File: src/rtl/fft_sink_framer_pkg.sv
// Shared definitions for the FFT sink framer: FSM state encoding, default
// widths, the Avalon-ST "no error" code and the FFT-length clamp helper.
package fft_pkg;

  localparam int FFT_DATA_W   = 14;
  localparam int FFT_MAX_LOG2 = 10;
  localparam int FFT_MIN_LOG2 = 3;

  localparam logic [1:0] AVST_ERR_NONE = 2'b00;

  typedef enum logic [1:0] {
    IDLE   = 2'd0,
    STREAM = 2'd1,
    PAD    = 2'd2
  } state_t;

  // Limit a requested log2(N) to the range the core supports.
  function automatic logic [3:0] clamp_log2(input logic [3:0] req,
                                            input int unsigned lo,
                                            input int unsigned hi);
    int unsigned r;
    r = {28'd0, req};
    if (r < lo) return lo[3:0];
    if (r > hi) return hi[3:0];
    return req;
  endfunction

endpackage

File: src/rtl/fft_sink_framer_if.sv
// Avalon-ST sink bus towards the FFT core, plus the per-frame side-band
// (direction and length) that the core samples alongside the packet.
//
// Handshake: a beat moves when sink_valid && sink_ready are both high on a
// rising clock edge. Once sink_valid is high, the master keeps sink_valid,
// sink_sop, sink_eop, sink_real and sink_imag unchanged until that beat moves;
// sink_ready may change at any time and never depends on sink_valid.
interface fft_sink_framer_if #(
  parameter int DATA_W   = 14,
  parameter int MAX_LOG2 = 10
);
  logic                sink_valid;
  logic                sink_ready;
  logic                sink_sop;
  logic                sink_eop;
  logic [DATA_W-1:0]   sink_real;
  logic [DATA_W-1:0]   sink_imag;
  logic [1:0]          sink_error;
  logic                inverse;
  logic [MAX_LOG2:0]   fft_pts;

  // Framer side.
  modport master (
    output sink_valid, sink_sop, sink_eop, sink_real, sink_imag, sink_error,
           inverse, fft_pts,
    input  sink_ready
  );

  // FFT core side.
  modport slave (
    input  sink_valid, sink_sop, sink_eop, sink_real, sink_imag, sink_error,
           inverse, fft_pts,
    output sink_ready
  );
endinterface

File: src/rtl/fft_sink_framer_outreg.sv
// Single registered output stage (fft_sink_outreg). It accepts a new beat
// whenever it is empty or its current beat is being taken, and otherwise
// holds every output stable.
module fft_sink_outreg
  import fft_pkg::*;
#(
  parameter int DATA_W = FFT_DATA_W
) (
  input  logic              clk,
  input  logic              rst_n,
  input  logic              i_load,
  input  logic [DATA_W-1:0] i_data,
  input  logic              i_sop,
  input  logic              i_eop,
  input  logic              i_ready,
  output logic              o_can_load,
  output logic              o_valid,
  output logic              o_sop,
  output logic              o_eop,
  output logic [DATA_W-1:0] o_data
);

  logic              r_valid;
  logic              r_sop;
  logic              r_eop;
  logic [DATA_W-1:0] r_data;
  logic              w_can_load;

  assign w_can_load = !r_valid || i_ready;

  // Load a new beat (or go empty) only when the current beat is not stalled.
  always_ff @(posedge clk or negedge rst_n) begin
    if (!rst_n) begin
      r_valid <= 1'b0;
      r_sop   <= 1'b0;
      r_eop   <= 1'b0;
      r_data  <= '0;
    end else if (w_can_load) begin
      r_valid <= i_load;
      r_sop   <= i_load & i_sop;
      r_eop   <= i_load & i_eop;
      if (i_load) begin
        r_data <= i_data;
      end
    end
  end

  assign o_can_load = w_can_load;
  assign o_valid    = r_valid;
  assign o_sop      = r_sop;
  assign o_eop      = r_eop;
  assign o_data     = r_data;

endmodule

File: src/rtl/fft_sink_framer.sv
// FFT sink framer: frames a real sample stream into N-point packets
// (N = 1 << clamped cfg_log2, latched at frame start) on the FFT core's
// Avalon-ST sink. An abort mid-frame switches to zero padding so the core
// always receives exactly N beats.
//
// Optional build macro FFT_SINK_FRAMER_STATS_EN adds frame_cnt (eop beats
// accepted by the core) and abort_cnt (STREAM -> PAD transitions).
module fft_sink_framer
  import fft_pkg::*;
#(
  parameter int DATA_W   = FFT_DATA_W,
  parameter int MAX_LOG2 = FFT_MAX_LOG2,
  parameter int MIN_LOG2 = FFT_MIN_LOG2
) (
  input  logic                clk,
  input  logic                rst_n,
  input  logic                enable,
  input  logic [3:0]          cfg_log2,
  input  logic                cfg_inverse,
  input  logic                abort,
  input  logic [DATA_W-1:0]   in_data,
  input  logic                in_valid,
  output logic                in_ready,
  fft_sink_framer_if.master   sink,
  output logic                busy,
  output state_t              dbg_state
`ifdef FFT_SINK_FRAMER_STATS_EN
  ,
  output logic [15:0]         frame_cnt,
  output logic [15:0]         abort_cnt
`endif
);

  state_t              r_state;
  logic [MAX_LOG2-1:0] r_index;
  logic                r_inverse;
  logic [MAX_LOG2:0]   r_fft_pts;

  logic                w_can_load;
  logic                w_in_ready;
  logic                w_xfer;
  logic                w_pad_load;
  logic                w_load;
  logic                w_last;
  logic                w_go_pad;
  logic [3:0]          w_log2;
  logic [MAX_LOG2:0]   w_pts_m1;
  logic [DATA_W-1:0]   w_load_data;
  logic                w_out_valid;
  logic                w_out_sop;
  logic                w_out_eop;
  logic [DATA_W-1:0]   w_out_data;

  // Handshake and beat-position decode for the current cycle.
  assign w_pts_m1    = r_fft_pts - (MAX_LOG2+1)'(1);
  assign w_last      = (r_index == w_pts_m1[MAX_LOG2-1:0]);
  assign w_in_ready  = (r_state == STREAM) && w_can_load;
  assign w_xfer      = in_valid && w_in_ready;
  assign w_pad_load  = (r_state == PAD) && w_can_load;
  assign w_load      = w_xfer || w_pad_load;
  assign w_load_data = (r_state == STREAM) ? in_data : '0;
  assign w_go_pad    = (r_state == STREAM) && abort && !(w_xfer && w_last);
  assign w_log2      = clamp_log2(cfg_log2, MIN_LOG2, MAX_LOG2);

  // Frame FSM: latches per-frame config, walks the beat index, handles abort.
  always_ff @(posedge clk or negedge rst_n) begin
    if (!rst_n) begin
      r_state   <= IDLE;
      r_index   <= '0;
      r_inverse <= 1'b0;
      r_fft_pts <= (MAX_LOG2+1)'(1) << MAX_LOG2;
    end else begin
      case (r_state)
        IDLE: begin
          if (enable) begin
            r_state   <= STREAM;
            r_index   <= '0;
            r_inverse <= cfg_inverse;
            r_fft_pts <= (MAX_LOG2+1)'(1) << w_log2;
          end
        end
        STREAM: begin
          if (w_xfer) begin
            if (w_last) begin
              r_state <= IDLE;
              r_index <= '0;
            end else begin
              r_index <= r_index + 1'b1;
            end
          end
          // An abort that coincides with the eop transfer is simply ignored.
          if (w_go_pad) begin
            r_state <= PAD;
          end
        end
        PAD: begin
          if (w_pad_load) begin
            if (w_last) begin
              r_state <= IDLE;
              r_index <= '0;
            end else begin
              r_index <= r_index + 1'b1;
            end
          end
        end
        default: begin
          r_state <= IDLE;
          r_index <= '0;
        end
      endcase
    end
  end

  fft_sink_outreg #(
    .DATA_W (DATA_W)
  ) u_outreg (
    .clk        (clk),
    .rst_n      (rst_n),
    .i_load     (w_load),
    .i_data     (w_load_data),
    .i_sop      (r_index == '0),
    .i_eop      (w_last),
    .i_ready    (sink.sink_ready),
    .o_can_load (w_can_load),
    .o_valid    (w_out_valid),
    .o_sop      (w_out_sop),
    .o_eop      (w_out_eop),
    .o_data     (w_out_data)
  );

`ifdef FFT_SINK_FRAMER_STATS_EN
  logic [15:0] r_frame_cnt;
  logic [15:0] r_abort_cnt;

  // Count completed packets taken by the core and frames cut short by abort.
  always_ff @(posedge clk or negedge rst_n) begin
    if (!rst_n) begin
      r_frame_cnt <= '0;
      r_abort_cnt <= '0;
    end else begin
      if (w_out_valid && sink.sink_ready && w_out_eop) begin
        r_frame_cnt <= r_frame_cnt + 16'd1;
      end
      if (w_go_pad) begin
        r_abort_cnt <= r_abort_cnt + 16'd1;
      end
    end
  end

  assign frame_cnt = r_frame_cnt;
  assign abort_cnt = r_abort_cnt;
`endif

  assign in_ready        = w_in_ready;
  assign busy            = (r_state != IDLE);
  assign dbg_state       = r_state;
  assign sink.sink_valid = w_out_valid;
  assign sink.sink_sop   = w_out_sop;
  assign sink.sink_eop   = w_out_eop;
  assign sink.sink_real  = w_out_data;
  assign sink.sink_imag  = '0;
  assign sink.sink_error = AVST_ERR_NONE;
  assign sink.inverse    = r_inverse;
  assign sink.fft_pts    = r_fft_pts;

endmodule
File: src/flat_wrapper.sv
// flat-port wrapper written by rule: the top's interface ports become plain ports
module fft_sink_framer_flat import fft_pkg::*;
#(
  parameter int DATA_W   = FFT_DATA_W,
  parameter int MAX_LOG2 = FFT_MAX_LOG2,
  parameter int MIN_LOG2 = FFT_MIN_LOG2
)
  (clk, rst_n, enable, cfg_log2, cfg_inverse, abort, in_data, in_valid, in_ready, busy, dbg_state, sink_sink_valid, sink_sink_sop, sink_sink_eop, sink_sink_real, sink_sink_imag, sink_sink_error, sink_inverse, sink_fft_pts, sink_sink_ready);
  fft_sink_framer_if #(.DATA_W(DATA_W), .MAX_LOG2(MAX_LOG2)) sink_i ();
  input  logic clk;
  input  logic rst_n;
  input  logic enable;
  input  logic [3:0] cfg_log2;
  input  logic cfg_inverse;
  input  logic abort;
  input  logic [DATA_W-1:0] in_data;
  input  logic in_valid;
  output logic in_ready;
  output logic busy;
  output state_t dbg_state;
  output wire logic [$bits(sink_i.sink_valid)-1:0] sink_sink_valid;
  output wire logic [$bits(sink_i.sink_sop)-1:0] sink_sink_sop;
  output wire logic [$bits(sink_i.sink_eop)-1:0] sink_sink_eop;
  output wire logic [$bits(sink_i.sink_real)-1:0] sink_sink_real;
  output wire logic [$bits(sink_i.sink_imag)-1:0] sink_sink_imag;
  output wire logic [$bits(sink_i.sink_error)-1:0] sink_sink_error;
  output wire logic [$bits(sink_i.inverse)-1:0] sink_inverse;
  output wire logic [$bits(sink_i.fft_pts)-1:0] sink_fft_pts;
  input wire logic [$bits(sink_i.sink_ready)-1:0] sink_sink_ready;
  assign sink_sink_valid = sink_i.sink_valid;
  assign sink_sink_sop = sink_i.sink_sop;
  assign sink_sink_eop = sink_i.sink_eop;
  assign sink_sink_real = sink_i.sink_real;
  assign sink_sink_imag = sink_i.sink_imag;
  assign sink_sink_error = sink_i.sink_error;
  assign sink_inverse = sink_i.inverse;
  assign sink_fft_pts = sink_i.fft_pts;
  assign sink_i.sink_ready = sink_sink_ready;
  fft_sink_framer #(.DATA_W(DATA_W), .MAX_LOG2(MAX_LOG2), .MIN_LOG2(MIN_LOG2)) u_core (.clk(clk), .rst_n(rst_n), .enable(enable), .cfg_log2(cfg_log2), .cfg_inverse(cfg_inverse), .abort(abort), .in_data(in_data), .in_valid(in_valid), .in_ready(in_ready), .sink(sink_i), .busy(busy), .dbg_state(dbg_state));
endmodule
File: config.mk
export PLATFORM = sky130hd
export DESIGN_NAME = fft_sink_framer_flat
export DESIGN_NICKNAME = d
export VERILOG_FILES = /design/src/rtl/fft_sink_framer_pkg.sv /design/src/rtl/fft_sink_framer_if.sv /design/src/rtl/fft_sink_framer_outreg.sv /design/src/rtl/fft_sink_framer.sv /design/src/flat_wrapper.sv
export SDC_FILE = /design/constraint.sdc
export NUM_CORES = 1
export LEC_CHECK = 0
export ABC_AREA = 1
export CAP_MARGIN = 20
export CORE_UTILIZATION = 49
export CTS_CLUSTER_SIZE = 14
export DETAILED_ROUTE_END_ITERATION = 7
export PLACE_DENSITY = 0.81
export SYNTH_ARGS = -nofsm -noshare
export SYNTH_HDL_FRONTEND = slang
export SYNTH_HIERARCHICAL = 1
export SYNTH_SLANG_ARGS = --single-unit
export TNS_END_PERCENT = 100
File: constraint.sdc
create_clock -name clk -period 2.1 [get_ports clk]
set_clock_uncertainty 0.15 [all_clocks]
set_input_delay 0.42 -clock clk [delete_from_list [all_inputs] [get_ports clk]]
set_output_delay 0.42 -clock clk [all_outputs]
set_load 0.01 [all_outputs]
# == Word-level counts from Yosys, hierarchy flattened ==
# Cells that the tools add are included.
# classes
eq_ne,7
bitwise_logic,2
reduce_logical,17
muxes,19
shifts,1
magnitude_cmp,2
n_addsub,2
# ops
op,n
$mux W10,4
$pmux W10 S3,1
$mux W4,4
$mux W14,1
$shl A1 B4 Y11 const A,1
$add A10 B1 Y10 const B,1
$eq A10 B10 Y1,1
$logic_not A10 Y1,1
$mux W2,5
$sub A10 B1 Y10 const B,1
$logic_and A1 B1 Y1,6
$pmux W2 S3,1
$reduce_and A3 Y1,2
$gt A4 B4 Y1 const B,1
$lt A4 B2 Y1 const B,1
$ne A2 B1 Y1 const B,2
$reduce_and A2 Y1,2
$mux W1,3
$ne A3 B1 Y1 const B,1
$and A1 B1 Y1,2
$eq A2 B1 Y1 const B,1
$eq A2 B2 Y1 const B,1
$logic_not A1 Y1,2
$logic_not A2 Y1,1
other kinds (3),4
# word_totals
regBits,41
out_inout_bits,49
wordCells,58

# == Logic depth before layout (Yosys ltp) ==
# logic_depth
depth_word,9
mapped_depth,17
mapped_depth_nobuf,17

# == Modules after synthesis ==
# Netlist, hierarchy kept.
# by_module_without_submodules
module,cells_each,area_per_inst_um2,n_inst,seq_area_each_um2
fft_sink_framer,288,1915.6,1,601.8
fft_sink_outreg,75,764.5,1,425.4

# == Worst setup path before layout ==
# OpenSTA, ideal clock, no wires.
# synth_path
kind,register to register
start,"register u_core.r_fft_pts[0], in the netlist u_core/sink.fft_pts[0]"
end,"register u_core.r_state[0], in the netlist u_core/dbg_state[0]"
setup_slack_ps,151
arrival_ps,1682
path_stages_with_launch,16
n_path_buf,0
setup_time_ps,116
period_less_slack_ps,1949
path_cell_list,dfrtp_1 -> inv_1 -> ha_1 -> nand2_2 -> nor2_1 -> nand2_1 -> nand3_1 -> nand2_1 -> nor2_2 -> nand3_2 -> nand3_1 -> inv_1 -> nand2_1 -> nand2_1 -> nand2_1 -> nand2_1
# synth_between
elab_chain_cells,7
# synth_lines
element,line_no,text
"start, declared",fft_sink_framer.sv:37,logic [MAX_LOG2:0] r_fft_pts;
"start signal, assigned",fft_sink_framer.sv:71,r_fft_pts <= (MAX_LOG2+1)'(1) << MAX_LOG2;
"start signal, assigned",fft_sink_framer.sv:79,r_fft_pts <= (MAX_LOG2+1)'(1) << w_log2;
$sub A10 B1 Y10 (*),fft_sink_framer.sv:55,assign w_pts_m1 = r_fft_pts - (MAX_LOG2+1)'(1);
$eq A10 B10 Y1 (*),fft_sink_framer.sv:56,assign w_last = (r_index == w_pts_m1[MAX_LOG2-1:0]);
$logic_and A1 B1 Y1,fft_sink_framer.sv:62,assign w_go_pad = (r_state == STREAM) && abort && !(w_xfer && w_last);
$logic_not A1 Y1,fft_sink_framer.sv:62,
$logic_and A1 B1 Y1,fft_sink_framer.sv:62,
$ne A3 B1 Y1 (no line) / $mux W2 (equally long branches),-,
$reduce_and A3 Y1 (no line) / $pmux W2 S3 (equally long branches),-,
"end signal, assigned",fft_sink_framer.sv:68,r_state <= IDLE;
"end signal, assigned",fft_sink_framer.sv:76,r_state <= STREAM;
"end signal, assigned",fft_sink_framer.sv:85,r_state <= IDLE;
"end, declared",fft_sink_framer.sv:34,state_t r_state;
# Mark *: on every way between the ends. The rest lies on a longest branch, timed or not. The select of a mux whose other input is x is not followed.
# A chain may end at the register's enable or synchronous reset.

# == Final worst setup path ==
# layout_path
start,"register u_core.r_fft_pts[1], in the netlist u_core/sink.fft_pts[1]"
end,"register u_core.r_state[0], in the netlist u_core/dbg_state[0]"
# The elaborated chain is that of the path after synthesis.

==> impl_metrics.env <==
export IMPL_clock_latency_ps=300
export IMPL_synth_edf_count=0
export IMPL_crit_arrival_ps=2070
export IMPL_ys_ff_latch=41
export IMPL_nets=463
export IMPL_endpoint_kind="flop"
export IMPL_wirelength_um=5970
export IMPL_ys_seq_area_frac=0.383
export IMPL_syn_cell_area_sq_um=2680
export IMPL_place_inst=492
export IMPL_clkTransAtPathRegs_ps=80
export IMPL_final_area_sq_um=3460
export IMPL_grt_pass1_vias=2310
export IMPL_syn_inst=363
export IMPL_timing_final_crit_share=0.966
export IMPL_drt_iter0_drc=109
export IMPL_yosysWarnings=6
export IMPL_start_util=0.518
export IMPL_hold_class="flop to flop"
export IMPL_power_leakage_nw=1.85
export IMPL_dp_hpwl_um=4530
export IMPL_die_y_um=76.0
export IMPL_die_area_sq_um=5770
export IMPL_drive_gt1_frac=0.141
export IMPL_grt_setup_unrepaired="true"
export IMPL_numPortBuffers=57
export IMPL_post_drt_wl_per_cell_um=11.9
export IMPL_finalHoldViolCount=0
export IMPL_maxSlewViolCount=0
export IMPL_dpl_cell_area_sq_um=3310
export IMPL_cts_buffer_depth=2
export IMPL_fill_cells=458
export IMPL_crit_type="flop to flop"
export IMPL_status="completed"
export IMPL_clock_sinks=41
export IMPL_ios=74
export IMPL_vias=2441
export IMPL_grt_max_degree=24
export IMPL_std_cell_rows=26
export IMPL_cp_required_ps=2140
export IMPL_ant_nets=0
export IMPL_fin_crit_ps=2030
export IMPL_synth_ff_type="dfrtp_1"
export IMPL_diodes=0
export IMPL_track_usage=0.220
export IMPL_drc=0
export IMPL_path_max_fanout=4
export IMPL_finalPower_mw=3.83
export IMPL_instances_no_fill=502
export IMPL_syn_area_per_cell_sq_um=7.38
export IMPL_peakVddDrop_v=0.000820
export IMPL_numCtsBuffers=5
export IMPL_maxCapViolCount=0
export IMPL_antenna_found_initial=0
export IMPL_ys_async_sr_fraction=1.00
export IMPL_firstDrtPassIters=4
export IMPL_setup_viol=0
export IMPL_start_kind="flop"
export IMPL_die_x_um=76.0
export IMPL_grt_pass1_wl_um=10300
export IMPL_cts_root_buffer="clkbuf_8"
export IMPL_syn2layout_area_growth_pct=29.3
export IMPL_ys_types=34
export IMPL_cts_max_level=2
export IMPL_core_sq_um=5170
export IMPL_power_density_nw_per_um2=1100
export IMPL_hold_ws_ps=325
export IMPL_grt_overflow=0
export IMPL_fmax_mhz=493
export IMPL_cts_tree="done"
export IMPL_routabilityCongestion=0.863
export IMPL_routed_via_density=4.86
[registers in the layout (all words and copies together) (netlist names)]
register / cells
u_core/u_outreg/o_data: 14
u_core/sink.fft_pts: 11
u_core/r_index: 10
u_core/dbg_state: 2
u_core/sink.inverse: 1
u_core/u_outreg/o_eop: 1
u_core/u_outreg/o_sop: 1
u_core/u_outreg/o_valid: 1
[cell usage after synthesis (2+ instances only)]
cell	n	area, sq um
a21oi_1	2	10.0
buf_4	18	135
buf_6	2	22.5
clkbuf_1	2	7.51
dfrtp_1	40	1000
ha_1	7	87.6
inv_1	55	206
inv_2	4	15.0
nand2_1	121	454
nand2_2	2	12.5
nand2_4	2	22.5
nand3_1	26	130
nand3_2	9	90.1
nand4_1	4	25.0
nor2_1	18	67.6
nor2_2	3	18.8
nor3_1	2	10.0
nor3_2	2	20.0
o21ai_0	8	40.0
o22ai_1	14	87.6
or2_2	2	12.5
xor2_1	8	70.1
[worst max-delay path, cell delays in order (launching register included)]
cell	delay (ps)
dfrtp_1	390
inv_2	60
ha_4	270
inv_2	20
nand2_1	40
nand2_1	40
nor2_1	90
nand2_1	70
nor2_2	100
nand2_1	70
nor2_2	150
nand3_2	150
nand3_2	100
inv_2	40
nand2_2	60
nand2_1	40
nand2_1	50
nand2_1	40
[layer usage]
layer  GRT usage  up-vias  share of wire
met4      0.0635        0          0.013
li1            -     1229              -
met2       0.381       70           0.49
met5           0        -              0
met1       0.278     1131           0.45
met3      0.0434       11          0.045
[final timing paths]
kind                                           start                        end  slack (ps)  cells after the start
setup / recovery              u_core/sink.fft_pts[1]        u_core/dbg_state[0]          70                     17
hold / removal             u_core/u_outreg/o_data[9]  u_core/u_outreg/o_data[9]         320                      2
setup reg to reg              u_core/sink.fft_pts[1]        u_core/dbg_state[0]          70                     17
hold reg to reg            u_core/u_outreg/o_data[9]  u_core/u_outreg/o_data[9]         320                      2
max in group asynchronous                      rst_n    u_core/sink.fft_pts[10]         780                      3
min in group asynchronous                      rst_n  u_core/u_outreg/o_data[6]         460                      2
[through the flow]
stage / setup TNS [ps] / utilization / setup slack, ps
floorplan: 0 / - / 151
global placement: -93.5 / 0.641 / -93.5
detailed placement: -209 / 0.641 / -102
CTS: 0 / 0.662 / 0.559
global route: -81.7 / 0.670 / -58.5
finish: 0 / 0.670 / 70.9
[cell usage in the layout, fill, tap and decap left out, drive strengths merged, types with 4 or more instances in the layout]
| cell | count |
|---|---|
| nand2 | 125 |
| inv | 59 |
| clkdlybuf4s50 | 54 |
| dfrtp | 40 |
| nand3 | 36 |
| nor2 | 21 |
| conb | 16 |
| buf | 15 |
| o22ai | 14 |
| xor2 | 8 |
| o21ai | 8 |
| clkbuf | 7 |
| ha | 7 |
| nand4 | 4 |
| nor3 | 4 |
[repair_timing]
action / CTS / global route
pin swaps: 0 / 2
setup buffers: 0 / 1
gates resized for setup: 2 / 12
setup endpoints to repair: 2 / 13
hold buffers: 1 / 0
endpoints found under the hold margin: 18 / 0
[power breakdown]
part | switching (mW) | internal [mW] | total [mW] | leakage (nW)
registers | 0.141 | 0.983 | 1.12 | 0.549
clock network | 0.279 | 0.297 | 0.576 | 0.0542
logic | 1.20 | 0.923 | 2.12 | 1.25
[final cells by class]
| type | count | area [sq um] | area share |
|---|---|---|---|
| clock inverters | 1 | 5.00 | 0.00144 |
| multi-input cells | 252 | 1310 | 0.378 |
| well taps | 70 | 87.6 | 0.0253 |
| clock buffers | 7 | 96.3 | 0.0278 |
| repair buffers | 72 | 716 | 0.207 |
| flip-flops and latches | 41 | 1030 | 0.296 |
| inverters | 59 | 221 | 0.0639 |
[logic make-up after synthesis]
family	Yosys count	synth area share
adder cells (fa/ha/maj)	7	0.0327
AO/OA/AOI/OAI	27	0.0612
XOR/XNOR	9	0.0294
AND/OR/NAND/NOR	193	0.331
buffers and inverters	85	0.161
flip-flops	41	0.383
other	1	0.00140
Power figures use the tool's default switching activity.
